### src/rtl/mem_port_arbiter_rv32.sv
// Shares one memory port between instruction fetch and the MEM stage.
// Data has priority; a streak limit keeps fetch from starving. All outputs registered.
module mem_port_arbiter_rv32 #(
  parameter int TIMEOUT     = 16,
  parameter int MAX_DSTREAK = 4
) (
  input  logic        iCLK,
  input  logic        iRST,
  input  logic        iIFREQ,
  input  logic [29:0] iIFADDR,
  output logic [31:0] oIFRDATA,
  output logic        oIFDONE,
  output logic        oIFERR,
  input  logic        iDREQ,
  input  logic        iDRW,
  input  logic [31:0] iDADDR,
  input  logic [1:0]  iDSIZE,
  input  logic [31:0] iDWDATA,
  output logic [31:0] oDRDATA,
  output logic        oDDONE,
  output logic        oDERR,
  output logic        oMREQ,
  output logic        oMRW,
  output logic [31:0] oMADDR,
  output logic [31:0] oMWDATA,
  output logic [3:0]  oMBE,
  input  logic [31:0] iMRDATA,
  input  logic        iMRDY,
  output logic        oBUSY
);

  typedef enum logic [1:0] {IDLE, BUS_I, BUS_D, RESP} stateT;

  localparam logic [7:0] TO_LAST    = 8'(TIMEOUT - 1);
  localparam logic [3:0] STREAK_MAX = 4'(MAX_DSTREAK);

  stateT      state;
  logic [7:0] toCnt;
  logic [3:0] streak;

  logic        accessBad;
  logic        grantI;
  logic        grantD;
  logic [3:0]  laneBe;
  logic [31:0] laneData;

  assign accessBad = (iDSIZE == 2'b11)
                   | ((iDSIZE == 2'b01) & iDADDR[0])
                   | ((iDSIZE == 2'b10) & (iDADDR[1:0] != 2'b00));

  // Fetch wins only when data is idle or data has used up its streak.
  assign grantI = iIFREQ & (~iDREQ | (streak == STREAK_MAX));
  assign grantD = iDREQ & ~grantI;

  genvar gi;
  generate
    for (gi = 0; gi < 4; gi++) begin : gLane
      localparam logic [1:0] LANE = 2'(gi);
      assign laneBe[gi] = (iDSIZE == 2'b00) ? (iDADDR[1:0] == LANE) :
                          (iDSIZE == 2'b01) ? (iDADDR[1] == LANE[1]) : 1'b1;
      assign laneData[gi*8 +: 8] = (iDSIZE == 2'b00) ? iDWDATA[7:0] :
                                   (iDSIZE == 2'b01) ? iDWDATA[(gi%2)*8 +: 8] :
                                                       iDWDATA[gi*8 +: 8];
    end
  endgenerate

  always_ff @(posedge iCLK) begin
    if (iRST) begin
      state    <= IDLE;
      toCnt    <= 8'd0;
      streak   <= 4'd0;
      oIFRDATA <= 32'd0;
      oIFDONE  <= 1'b0;
      oIFERR   <= 1'b0;
      oDRDATA  <= 32'd0;
      oDDONE   <= 1'b0;
      oDERR    <= 1'b0;
      oMREQ    <= 1'b0;
      oMRW     <= 1'b0;
      oMADDR   <= 32'd0;
      oMWDATA  <= 32'd0;
      oMBE     <= 4'd0;
      oBUSY    <= 1'b0;
    end else begin
      oIFDONE <= 1'b0;
      oIFERR  <= 1'b0;
      oDDONE  <= 1'b0;
      oDERR   <= 1'b0;
      case (state)
        IDLE: begin
          if (grantI) begin
            state   <= BUS_I;
            streak  <= 4'd0;
            toCnt   <= 8'd0;
            oMREQ   <= 1'b1;
            oMRW    <= 1'b1;
            oMADDR  <= {iIFADDR, 2'b00};
            oMBE    <= 4'hF;
            oMWDATA <= 32'd0;
            oBUSY   <= 1'b1;
          end else if (grantD) begin
            oBUSY <= 1'b1;
            if (iIFREQ && (streak != STREAK_MAX)) begin
              streak <= streak + 4'd1;
            end
            // Bad accesses never touch the bus.
            if (accessBad) begin
              state   <= RESP;
              oDDONE  <= 1'b1;
              oDERR   <= 1'b1;
              oDRDATA <= 32'd0;
            end else begin
              state   <= BUS_D;
              toCnt   <= 8'd0;
              oMREQ   <= 1'b1;
              oMRW    <= iDRW;
              oMADDR  <= {iDADDR[31:2], 2'b00};
              oMBE    <= laneBe;
              oMWDATA <= laneData;
            end
          end
        end
        BUS_I, BUS_D: begin
          if (iMRDY || (toCnt == TO_LAST)) begin
            state   <= RESP;
            oMREQ   <= 1'b0;
            oMRW    <= 1'b0;
            oMADDR  <= 32'd0;
            oMWDATA <= 32'd0;
            oMBE    <= 4'd0;
            if (state == BUS_D) begin
              oDDONE  <= 1'b1;
              oDERR   <= ~iMRDY;
              oDRDATA <= iMRDY ? iMRDATA : 32'd0;
            end else begin
              oIFDONE  <= 1'b1;
              oIFERR   <= ~iMRDY;
              oIFRDATA <= iMRDY ? iMRDATA : 32'd0;
            end
          end else begin
            toCnt <= toCnt + 8'd1;
          end
        end
        RESP: begin
          state <= IDLE;
          oBUSY <= 1'b0;
        end
        default: begin
          state <= IDLE;
          oBUSY <= 1'b0;
        end
      endcase
    end
  end

endmodule

### config.mk
export PLATFORM = sky130hd
export DESIGN_NAME = mem_port_arbiter_rv32
export DESIGN_NICKNAME = d
export VERILOG_FILES = /design/src/rtl/mem_port_arbiter_rv32.sv
export SDC_FILE = /design/constraint.sdc
export NUM_CORES = 1
export LEC_CHECK = 0
export ABC_AREA = 0
export CORE_UTILIZATION = 45
export CTS_BUF_LIST = sky130_fd_sc_hd__clkbuf_16
export DETAILED_ROUTE_END_ITERATION = 7
export GPL_ROUTABILITY_DRIVEN = 0
export MAX_ROUTING_LAYER = met4
export PLACE_DENSITY = 0.81
export SKIP_LAST_GASP = 1
export SLEW_MARGIN = 25
export SYNTH_ARGS = -nofsm -noshare
export SYNTH_HDL_FRONTEND = slang
export SYNTH_SLANG_ARGS = --single-unit
### constraint.sdc
create_clock -name iCLK -period 4.25 [get_ports iCLK]
set_clock_uncertainty 0.1 [all_clocks]
set_input_delay 0.85 -clock iCLK [delete_from_list [all_inputs] [get_ports iCLK]]
set_output_delay 0.85 -clock iCLK [all_outputs]
set_load 0.03 [all_outputs]
=== Word-level counts from Yosys, hierarchy flattened ===
Index checks and enable logic that the tools add are counted.

* $add $sub $neg: 2
* Equal/unequal tests: 20
* Mux-type cells: 67
* Bitwise logic cells: 14
* Reduce and logical (&&, ||, !) cells: 20

{| class="wikitable"
|+ Operators with widths
! operator !! number
|-
| $mux 32 || 13
|-
| $pmux 32 s2 || 3
|-
| $mux 8 || 9
|-
| $mux 4 || 7
|-
| $mux 1 || 24
|-
| $pmux 8 s2 || 1
|-
| $eq 2x2->1 const B || 6
|-
| $ne 2x2->1 const B || 6
|-
| $pmux 1 s2 || 5
|-
| $reduce_bool 2->1 || 5
|-
| $add 8x1->8 const B || 1
|-
| $eq 8x4->1 const B || 1
|-
| $pmux 4 s2 || 1
|-
| $reduce_and 4->1 || 2
|-
| $not 1->1 || 7
|-
| $eq 2x1->1 const B || 3
|-
| $logic_not 2->1 || 3
|-
| $mux 2 || 3
|-
| $ne 3x3->1 const B || 2
|-
| $pmux 2 s3 || 1
|-
| $reduce_and 3->1 || 2
|-
| $reduce_and 6->1 || 1
|-
| $add 4x1->4 const B || 1
|-
| $and 1x1->1 || 4
|-
| 9 further kinds || 12
|}

* Register bits: 153
* Input port bits: 134
* Output and inout bits: 139
* Logic and storage cells: 138

=== Logic depth before layout (Yosys ltp) ===
Gate-level depths: netlist of run 1.

* Depth in word-level cells: 8
* Gate-level depth with buffers: 9
* Gate-level depth less buffers: 7

=== Worst setup path before layout of run 1 ===
OpenSTA, ideal clock, no wires.

* Path type: in2reg
* Start: in iDSIZE[0]
* End: reg oMWDATA[14]
* Library setup time: 0.070 ns
* Arrival time: 2.184 ns
* Required time: 4.080 ns
* Slack: 1.896 ns
* Cell stages on the path: 7
* Buffers on the path: 2
* Cells stage by stage: or3_4 -> nand2_4 -> nand2b_4 -> or4_1 -> buf_2 -> buf_6 -> o2bb2ai_1

* Cells in the longest elaborated chain, start to end: 6
* Elaborated cells on any way between the ends: 15
* Those cells by class: eq/ne (4); mux (5); bitwise (4); reduce/logical (2)

{| class="wikitable"
|+ Ends and longest elaborated chain
! element !! RTL line !! RTL
|-
| from (decl) || 17 || <nowiki>input logic [1:0] iDSIZE,</nowiki>
|-
| $eq 2x1->1 / $logic_not 2->1 (equally long branches) || 48, 61 ||
|-
| $and 1x1->1 / $mux 8 (equally long branches) || 48, 61 ||
|-
| $or 1x1->1 / $mux 32 (equally long branches) || 48, 107 ||
|-
| $or 1x1->1 / $mux 32 (equally long branches) || 49, 101 ||
|-
| $ne 3x3->1 (no source line) / $mux 32 (equally long branches) || n/a ||
|-
| $reduce_and 4->1 (no source line) / $pmux 32 s2 (equally long branches) || n/a ||
|-
| to (signal assigned) || 119 || <nowiki>oMWDATA <= laneData;</nowiki>
|-
| to (decl) || 25 || <nowiki>output logic [31:0] oMWDATA,</nowiki>
|}

Several ways; a longest one is shown, not always the timed one. The select of a mux whose other input is x is not followed.
A chain may end at the register's enable or synchronous reset.

=== Worst setup path after layout of run 1 ===
* Start: in iDREQ
* End: reg oMWDATA[7]

* Cells in the longest elaborated chain, start to end: 7
* Elaborated cells on any way between the ends: 10
* Those cells by class: eq/ne (2); mux (2); bitwise (5); reduce/logical (1)

{| class="wikitable"
|+ Ends and longest elaborated chain
! element !! RTL line !! RTL
|-
| from (decl) || 14 || <nowiki>input logic iDREQ,</nowiki>
|-
| $not 1->1 || 52 || <nowiki>assign grantI = iIFREQ & (~iDREQ | (streak == STREAK_MAX));</nowiki>
|-
| $or 1x1->1 || 52 ||
|-
| $and 1x1->1 || 52 ||
|-
| $not 1->1 || 53 || <nowiki>assign grantD = iDREQ & ~grantI;</nowiki>
|-
| $and 1x1->1 || 53 ||
|-
| $ne 3x3->1 (no source line) || n/a ||
|-
| $reduce_and 4->1 (no source line) || n/a ||
|}

Several ways; a longest one is shown, not always the timed one.

==> results of run 1 <==
[per-layer routing]
layer | track usage | vias up | share of wire | wire length (microns)
met1 | 0.313 | 2807 | 0.40 | 7770
met5 | - | - | 0 | 0
li1 | - | 2794 | - | -
met2 | 0.474 | 254 | 0.49 | 9580
met3 | 0.0825 | 32 | 0.086 | 1670
met4 | 0.109 | 0 | 0.022 | 426
[cells by family after synthesis]
group           count (synthesis)  synth area share
other cells                     1          0.000612
simple gates                  179             0.152
xor+xnor                        3           0.00429
compound gates                178             0.208
buf+inv                        57            0.0404
mux                            55            0.0898
fa+ha+maj                       6            0.0122
flops                         151             0.493
[synth_stat cells (all sizes together)]
cell     count
a211o        5
a211oi       1
a21bo        1
a21o         1
a21oi       17
a22o        16
a22oi       35
a31oi        1
a41oi        1
and2         2
and3         2
and4         1
buf         21
clkbuf      29
conb         1
dfxtp      151
ha           6
inv          7
mux2i       55
nand2       26
nand2b      38
nand3       36
nand3b       1
nand4        2
nand4b       1
nor2        50
nor2b        1
nor3         3
nor3b        2
nor4         2
o2111ai      2
o211ai       2
o21ai       47
o21bai       2
o2bb2ai     46
o31ai        1
or2          1
or3          8
or4          3
xor2         3
[sequential cells by signal, summed over array words and instances, names as in the netlist, 2 cells and up]
signal	cells
oDRDATA	32
oIFRDATA	32
oMWDATA	32
oMADDR	30
toCnt	8
oMBE	4
streak	4
state	2
[power breakdown]
part | total, uW | switching (uW) | internal (uW) | leakage (uW)
registers | 1920 | 186 | 1740 | 0.00123
logic | 2460 | 1500 | 961 | 0.00198
clock network | 1440 | 583 | 853 | 0.000265
total | 5820 | 2270 | 3550 | 0.00347
[critical path, delay by kind of cell]
| family | cells | cell delay [ns] |
|---|---|---|
| AND/OR/NAND/NOR | 2 | 0.61 |
| buffers and inverters | 3 | 1.28 |
| AO/OA/AOI/OAI | 3 | 0.51 |
[cell type report]
| type | count | area [sq um] |
|---|---|---|
| fill | 999 | 3730 |
| sequential | 151 | 3020 |
| multi-input combinational | 423 | 2890 |
| timing repair buffer | 283 | 2800 |
| clock buffer | 17 | 425 |
| tap | 176 | 220 |
| clock inverter | 14 | 134 |
| inverter | 7 | 26.3 |
[how the worst max path moves through the flow]
stage                    from                  endpoint  slack [ns]  cells past startpoint
finish                  iDREQ   oMWDATA[7]$_SDFFE_PP0P_        1.24                      8
global route            iDREQ   oMWDATA[1]$_SDFFE_PP0P_        1.07                      8
CTS                     iDREQ   oMWDATA[7]$_SDFFE_PP0P_        1.27                      8
detailed placement      iDREQ   oMWDATA[7]$_SDFFE_PP0P_        0.85                      8
global placement        iDREQ   oMWDATA[1]$_SDFFE_PP0P_        0.96                      8
floorplan           iDSIZE[0]  oMWDATA[14]$_SDFFE_PP0P_        1.90                      7
[layout by cell type (no fill, tap or decap), drive strengths merged, types with 2 or more instances in the layout]
cell           instances
clkdlybuf4s50        269
or4                    3
o2111ai                2
nand3                 36
bufinv                 2
nor2                  50
nor3b                  2
a21oi                 17
or3                    8
nor4                   2
clkinvlp               3
clkinv                 7
nand4                  2
a22o                  16
nand2                 26
dfxtp                151
and2                   2
nand2b                38
o2bb2ai               46
buf                   14
ha                     6
nor3                   3
mux2i                 55
o21bai                 2
a22oi                 35
clkbuf                17
a211o                  5
o211ai                 2
o21ai                 47
inv                    9
conb                   2
xor2                   3
and3                   2
[stage by stage]
stage | cells | setup WS (ns)
final | 1071 | 1.24
after global routing | 1071 | 1.07
after CTS | 1071 | 1.27
after detailed placement | 1040 | 0.852
after global placement | 1040 | 0.963
after floorplan | 631 | 1.90
==> impl_results.md, run 1 <==
* Vias in the first global route at 5904
* WL/cell at 18.2 microns
* Die height at 119 microns
* Worst r2r dst: oMWDATA[7]$_SDFFE_PP0P_
* Die width at 119 microns
* Crit path DAT at 3.27 ns
* Max Transition Viols Final at 0
* Final worst path period share at 0.708
* R2r startpoint: state[1]$_SDFFE_PP0P_
* #FFs+latches synth at 151
* Yosys warnings at 0
* Placement Rows at 42
* DRC Markers at 0
* Fraction of layout cells with a size suffix above 1 at 0.0603
* CTS tree: built
* Antenna Nets Post-Route at 0
* DP HPWL at 13700 microns
* Worst hold path startpoint: oMRW$_SDFFE_PP0P_
* I/O pin cnt at 273
* Maximum VDD drop at 0.000368 V
* Cell taking the most area after synthesis: dfxtp_1
* Post_cts resized at 0
* Crit Path Max Fanout at 63
* Synth top area cells: dfxtp_1 (49%), mux2i_1 (9.0%), o2bb2ai_1 (6.6%)
* Crit-path cells: clkdlybuf4s50_1 > nor3b_1 > a21oi_2 > o211ai_1 > buf_4 > nor2b_4 > buf_4 > a22o_1
* Area after DPL at 0.00895 sq mm
* Kind of critical path: primary input to flop
* Total Wirelength at 19400 microns
* Crit path required time at 4.51 ns
* Global route overflow at 0
* Leakage power at 0.00347 uW
* Root buffer cell: clkbuf_16
* RSZ-0062 raised after global routing: no
* Syn Area/Cell at 9.73 sq um
* Post-route cell area at 0.00951 sq mm
* DR vias at 5887
* Total CTS buffers at 17
* Power Density at 613 mW/mm^2
* Max Root-Sink Buffers at 2
* Antenna Diode Count at 0
* Clk pin slew, worst setup/hold paths at 0.06 ns
* Net count, final at 1023
* Total track usage at 0.282
* Largest net degree at the start of global routing at 65
* Hold Path Sink: oMRW$_SDFFE_PP0P_
* Critical Path Source Type: primary input
* Worst slew pin tran at 0.883 ns
* I/O Buffers at 270
* Synth top area share at 0.493
* Drt pass-1 iters at 5
* Hold Path Class: flop to flop
* Overall power at 5820 uW
* Largest stage delay, worst path at 0.55 ns
* Outcome: completed
* Hold path cells at 2
* Vias/cell at 5.50
* Starting Density at 0.463
* Sequential fraction of the synthesis area at 0.493
* Synthesized instance count at 630
* Area growth syn-to-layout at 55.1%
* Most frequent CP cell: buf_4
* # hold bufs at CTS at 0
* Worst setup EP type: flop
* Final min period at 3.01 ns
* Netlist Area Pre-Place at 0.00613 sq mm
* Final Hold Fails at 0
* Slew headroom at 0.411
* # setup viols final at 0
* Slowest CP cell: buf_4
* Final Core Density at 0.718
* Library cells used by synthesis at 49
* First-pass GRT wire length at 30400 microns
* Core Region at 0.0132 sq mm
* Clk_lat worst skew at 0.42 ns
* Starting DRT DRC Count at 466
* Reg2Reg Setup Slack at 1.37 ns
* Max H-tree Level at 4
* Max-cap viol count at 0
* Clk sinks at 151
* Final hold slack at 0.360 ns
* Reg2Reg Depth at 9
* Fmax at 332 MHz
* Initial antenna violation count at 0
* Total Neg Setup Slack at 0 ns
* Die Footprint at 0.0141 sq mm
* Postcts setup bufs at 0
No activity file was read; power rests on OpenSTA's default activity.
==> inputs of run 2 (changes only) <==
CORE_UTILIZATION = 38   (was 45)
PLACE_DENSITY = 0.73   (was 0.81)
clock period = 2.6 ns   (was 4.25 ns; I/O delays follow)
==> run 2 against run 1 <==
Register-to-register slack got worse by 1.1 ns. Global-route usage fell by 5.8 points. Clock-buffer cell count did not move. First-iteration DRC count fell by 22%. Wire length fell by 7.3%. Sequential power rose by 62%. Clock power rose by 71%. Worst hold slack got worse by 0.0068 ns. Non-clock buffer count rose by 19. Via count fell by 2.0%. Largest power group unchanged.
==> impl_results.md, run 2 (synthesis gave the netlist of run 1 again) <==
* Crit path DAT at 2.62 ns
* Pint at 6040 uW
* WL/cell at 15.9 microns
* Largest net degree at the start of global routing at 51
* Setup ws final at 0.221 ns
* Setup WS pre-CTS at -0.0620 ns
* Maximum VDD drop at 0.000589 V
* Net Sw Frac at 0.384
* Core Region at 0.0158 sq mm
* Kind of critical path: flop to flop
* Total Wirelength at 18000 microns
* Vias in the first global route at 5449
* Power Density at 998 mW/mm^2
* Placement Rows at 46
* Commonest non-fill, non-tap cell in the layout: clkdlybuf4s50_1
* Max Transition Viols Final at 0
* Combinational share of power at 0.431
* Clk sinks at 151
* Clk pin slew, worst setup/hold paths at 0.06 ns
* Initial antenna violation count at 0
* Antenna Nets Post-Route at 0
* Clk_lat worst skew at 0.41 ns
* Max H-tree Level at 4
* Vias/cell at 5.10
* Final min period at 2.38 ns
* Crit-path cells: inv_1 > ha_1 > buf_4 > inv_1 > a21oi_2 > o21ai_1 > or3_1 > buf_4 > o2bb2ai_1
* Fmax at 420 MHz
* DP HPWL at 12900 microns
* Postcts setup bufs at 0
* Fraction of layout cells with a size suffix above 1 at 0.0842
* Max-cap viol count at 0
* Net Sw Power at 3760 uW
* Drt pass-1 iters at 4
* Worst setup EP type: flop
* Hold Path Class: flop to flop
* Total track usage at 0.223
* Die height at 129 microns
* Overall power at 9800 uW
* Global route overflow at 0
* Antenna Diode Count at 0
* Clock power share at 0.251
* Crit Path Max Fanout at 10
* Net count, final at 1042
* Die width at 129 microns
* Root buffer cell: clkbuf_16
* # hold bufs at CTS at 0
* Starting DRT DRC Count at 365
* Top Registers: oDRDATA: 32 flops, oIFRDATA: 32 flops, oMWDATA: 32 flops
* Leakage power at 0.00361 uW
* First-pass GRT wire length at 28000 microns
* Area growth syn-to-layout at 60.3%
* Crit path required time at 2.84 ns
* Post_cts resized at 0
* Outcome: completed
* Die Footprint at 0.0166 sq mm
* Most frequent cells in the layout: clkdlybuf4s50_1 (269), dfxtp_1 (151), mux2i_1 (55), nor2_1 (48)
* Slowest CP cell: or3_1
* CTS tree: built
* Final worst path period share at 0.915
* Critical Path Source Type: flop
* Total CTS buffers at 17
* Max Root-Sink Buffers at 2
* DR vias at 5768
* Largest stage delay, worst path at 0.43 ns
* # setup viols final at 0
* Starting Density at 0.387
* DRC Markers at 0
* Final Core Density at 0.621
* I/O Buffers at 270
* Final hold slack at 0.353 ns
* Final Hold Fails at 0
* RSZ-0062 raised after global routing: no
* I/O pin cnt at 273
* Seq pwr share at 0.319
==> run 2: cell count changes in the layout (fill, tap and decap cells not counted), moves of 2 or more <==
cell / previous run / this run
inv_6: 2 / 5
clkinv_2: 2 / 0
buf_4: 13 / 25
clkinv_4: 1 / 3
buf_12: 0 / 7
clkinv_1: 4 / 0
==> run 2: worst paths after layout <==
path,start,endpoint,slack [ns],cells past startpoint
min,oMRW$_SDFFE_PP0P_,oMRW$_SDFFE_PP0P_,0.35,2
min reg2reg,oMRW$_SDFFE_PP0P_,oMRW$_SDFFE_PP0P_,0.35,2
max,state[0]$_SDFFE_PP0P_,oMADDR[29]$_SDFFE_PP0P_,0.22,9
max reg2reg,state[0]$_SDFFE_PP0P_,oMADDR[29]$_SDFFE_PP0P_,0.22,9
==> run 2: layout make-up <==
class | count | area (sq um)
clock buffers | 17 | 425
clock inverters | 15 | 168
fillers | 1356 | 6000
inverters | 7 | 26.3
multi-input cells | 423 | 2890
flip-flops and latches | 151 | 3020
well taps | 216 | 270
repair buffers | 302 | 3030
==> run 2: power groups by stage <==
stage | clock, uW | combinational (uW) | sequential (uW)
2_1_floorplan | 0 | 1390 | 4130
3_3_place_gp | 0 | 4200 | 3160
3_5_place_dp | 0 | 4230 | 3160
4_1_cts | 2510 | 4250 | 3130
5_1_grt | 2620 | 4480 | 3190
6_report | 2460 | 4220 | 3120
==> run 2: metal layers <==
layer	vias up	routed length, microns	track usage
met1	2714	7820	0.262
met3	18	1380	0.0744
met5	-	0	-
met2	205	8590	0.360
li1	2831	-	-
met4	0	236	0.0706
==> run 2: worst max-delay path, delay by kind of cell, from the launching register on <==
family          cells  cell delay [ns]
simple gates        1             0.43
flops               1             0.37
compound gates      3             0.48
fa+ha+maj           1             0.35
buf+inv             4             0.57
==> run 2: through the flow <==
step	cells	setup TNS [ns]	cell area (sq um)
after CTS	1131	0	9820
after global placement	1099	-0.0615	9230
after detailed placement	1099	-1.48	9230
final	1131	0	9820
after floorplan	631	0	6130
after global routing	1131	0	9820
==> inputs of run 3 (changes only) <==
CORE_UTILIZATION = 42   (was 38)
HOLD_SLACK_MARGIN = 0.03   (was unset)
PLACE_DENSITY = 0.76   (was 0.73)
clock period = 2.45 ns   (was 2.6 ns; I/O delays follow)
==> run 3 against run 2 <==
Via count rose by 3.4%. Worst hold slack gained 0.0059 ns. Core utilization increased by 7.8 points. Global-route usage increased by 3.8 points. Cell area fell by 0.18%. Combinational power increased by 11%. Wire length up 8.8%. Fmax grew 5.7%. Critical path depth rose by 1. Critical endpoint is now oMADDR[19]$_SDFFE_PP0P_. Highest routed layer unchanged.
==> impl_results.md, run 3 (synthesis gave the netlist of run 1 again) <==
* Fillcell total at 1045
* Vias/cell at 5.41
* Max Root-Sink Buffers at 2
* Reg2Reg Depth at 10
* Final hold slack at 0.359 ns
* Post-route cell area at 0.00981 sq mm
* DP HPWL at 14000 microns
* WL/cell at 17.8 microns
* Drt pass-1 iters at 5
* Net Sw Frac at 0.388
* # hold bufs at CTS at 0
* Crit path DAT at 2.50 ns
* Fraction of layout cells with a size suffix above 1 at 0.0889
* Clk_lat worst skew at 0.42 ns
* Initial antenna violation count at 0
* Total CTS buffers at 17
* DR vias at 5966
* Seq pwr share at 0.325
* Most frequent cells in the layout: clkdlybuf4s50_1 (269), dfxtp_1 (151), mux2i_1 (55), nor2_1 (48)
* Hold path cells at 2
* Max H-tree Level at 4
* Final min period at 2.25 ns
* Hold Path Class: flop to flop
* Area growth syn-to-layout at 60.0%
* Die Footprint at 0.0151 sq mm
* Maximum VDD drop at 0.000580 V
* Final Hold Fails at 0
* Crit path from: state[0]$_SDFFE_PP0P_
* Root buffer cell: clkbuf_16
* Max Transition Viols Final at 0
* Die width at 123 microns
* Final worst path period share at 0.919
* CTS tree: built
* Global route overflow at 0
* Crit path required time at 2.69 ns
* I/O pin cnt at 273
* Total Neg Setup Slack at 0 ns
* # setup viols final at 0
* Top Registers: oDRDATA: 32 flops, oIFRDATA: 32 flops, oMWDATA: 32 flops
* Vias in the first global route at 5996
* Total Wirelength at 19600 microns
* Combinational share of power at 0.458
* Multi-input logic area at 0.00290 sq mm
* Clk sinks at 151
* Clk pin slew, worst setup/hold paths at 0.06 ns
* Outcome: completed
* Clock power share at 0.217
* Area after DPL at 0.00923 sq mm
* Antenna Nets Post-Route at 0
* Power Density at 1040 mW/mm^2
* Fmax at 444 MHz
* Die height at 123 microns
* Core Region at 0.0140 sq mm
* Flip-flop and latch area at 0.00302 sq mm
* Critical Path Source Type: flop
* R2r startpoint: state[0]$_SDFFE_PP0P_
* Worst hold path startpoint: oMRW$_SDFFE_PP0P_
* Crit Path Max Fanout at 18
* Overall power at 10200 uW
* DRC Markers at 0
* Placement Rows at 43
* I/O Buffers at 270
* Total track usage at 0.262
* Final Core Density at 0.698
* Pint at 6270 uW
* Worst setup EP type: flop
* Leakage power at 0.00364 uW
* Net count, final at 1051
* Max-cap viol count at 0
* Starting Density at 0.437
* Largest net degree at the start of global routing at 72
* Starting DRT DRC Count at 275
* Antenna Diode Count at 0
* First-pass GRT wire length at 29400 microns
* Commonest non-fill, non-tap cell in the layout: clkdlybuf4s50_1
* Kind of critical path: flop to flop
* Net Sw Power at 3980 uW
* RSZ-0062 raised after global routing: no
## run 3: changes by cell type in the layout (fill, tap and decap cells not counted), moves of 2 or more
cell        delta
clkinv_2       +6
bufinv_16      -2
clkinvlp_4     -2
clkinv_4       -2
inv_6          -4
buf_4          +3
inv_1          +2
buf_6          +4
## run 3: power by group through the flow
stage	registers [uW]	clock network [uW]	logic, uW
after floorplan	4380	0	1470
after global placement	3350	0	4440
after detailed placement	3370	0	4520
after CTS	3330	2270	4540
after global routing	3400	2390	4970
final	3330	2220	4690
## run 3: cell type report
class	instances	share of cell area
timing repair buffer	311	0.320
inverter	7	0.00268
multi-input combinational	423	0.296
clock buffer	17	0.0434
sequential	151	0.308
clock inverter	13	0.00715
tap	180	0.0230
## run 3: worst paths after layout
check | end | slack [ns]
worst min-delay path | oMRW$_SDFFE_PP0P_ | 0.36
worst max-delay path | oMADDR[19]$_SDFFE_PP0P_ | 0.20
worst max register to register | oMADDR[19]$_SDFFE_PP0P_ | 0.20
worst min register to register | oMRW$_SDFFE_PP0P_ | 0.36
## run 3: worst max-delay path, stage by stage (launching register included)
cell and delay (ns):
dfxtp_1 0.37, inv_1 0.11, ha_4 0.29, buf_6 0.14, inv_1 0.07, a211o_1 0.31, o211ai_1 0.13, nor2b_4 0.21
buf_12 0.14, buf_12 0.15, o2bb2ai_1 0.13
## run 3: what timing repair did
| item | in CTS | in global routing |
|---|---|---|
| hold endpoints to repair | 0 | 0 |
| setup endpoints to repair | 0 | 10 |
| setup buffers | 0 | 1 |
| gates resized for setup | 0 | 4 |
## run 3: metal layers
layer	share of wire	up-vias	GRT usage
met5	0	-	-
met4	0.031	0	0.135
met3	0.099	41	0.0809
met2	0.48	299	0.433
met1	0.39	2782	0.282
li1	-	2844	-
## run 3: through the flow
| stage | setup slack (ns) | instances |
|---|---|---|
| global placement | -0.0618 | 1069 |
| finish | 0.198 | 1102 |
| global route | 0.0565 | 1102 |
| CTS | 0.151 | 1099 |
| detailed placement | -0.131 | 1069 |
| floorplan | 0.283 | 631 |
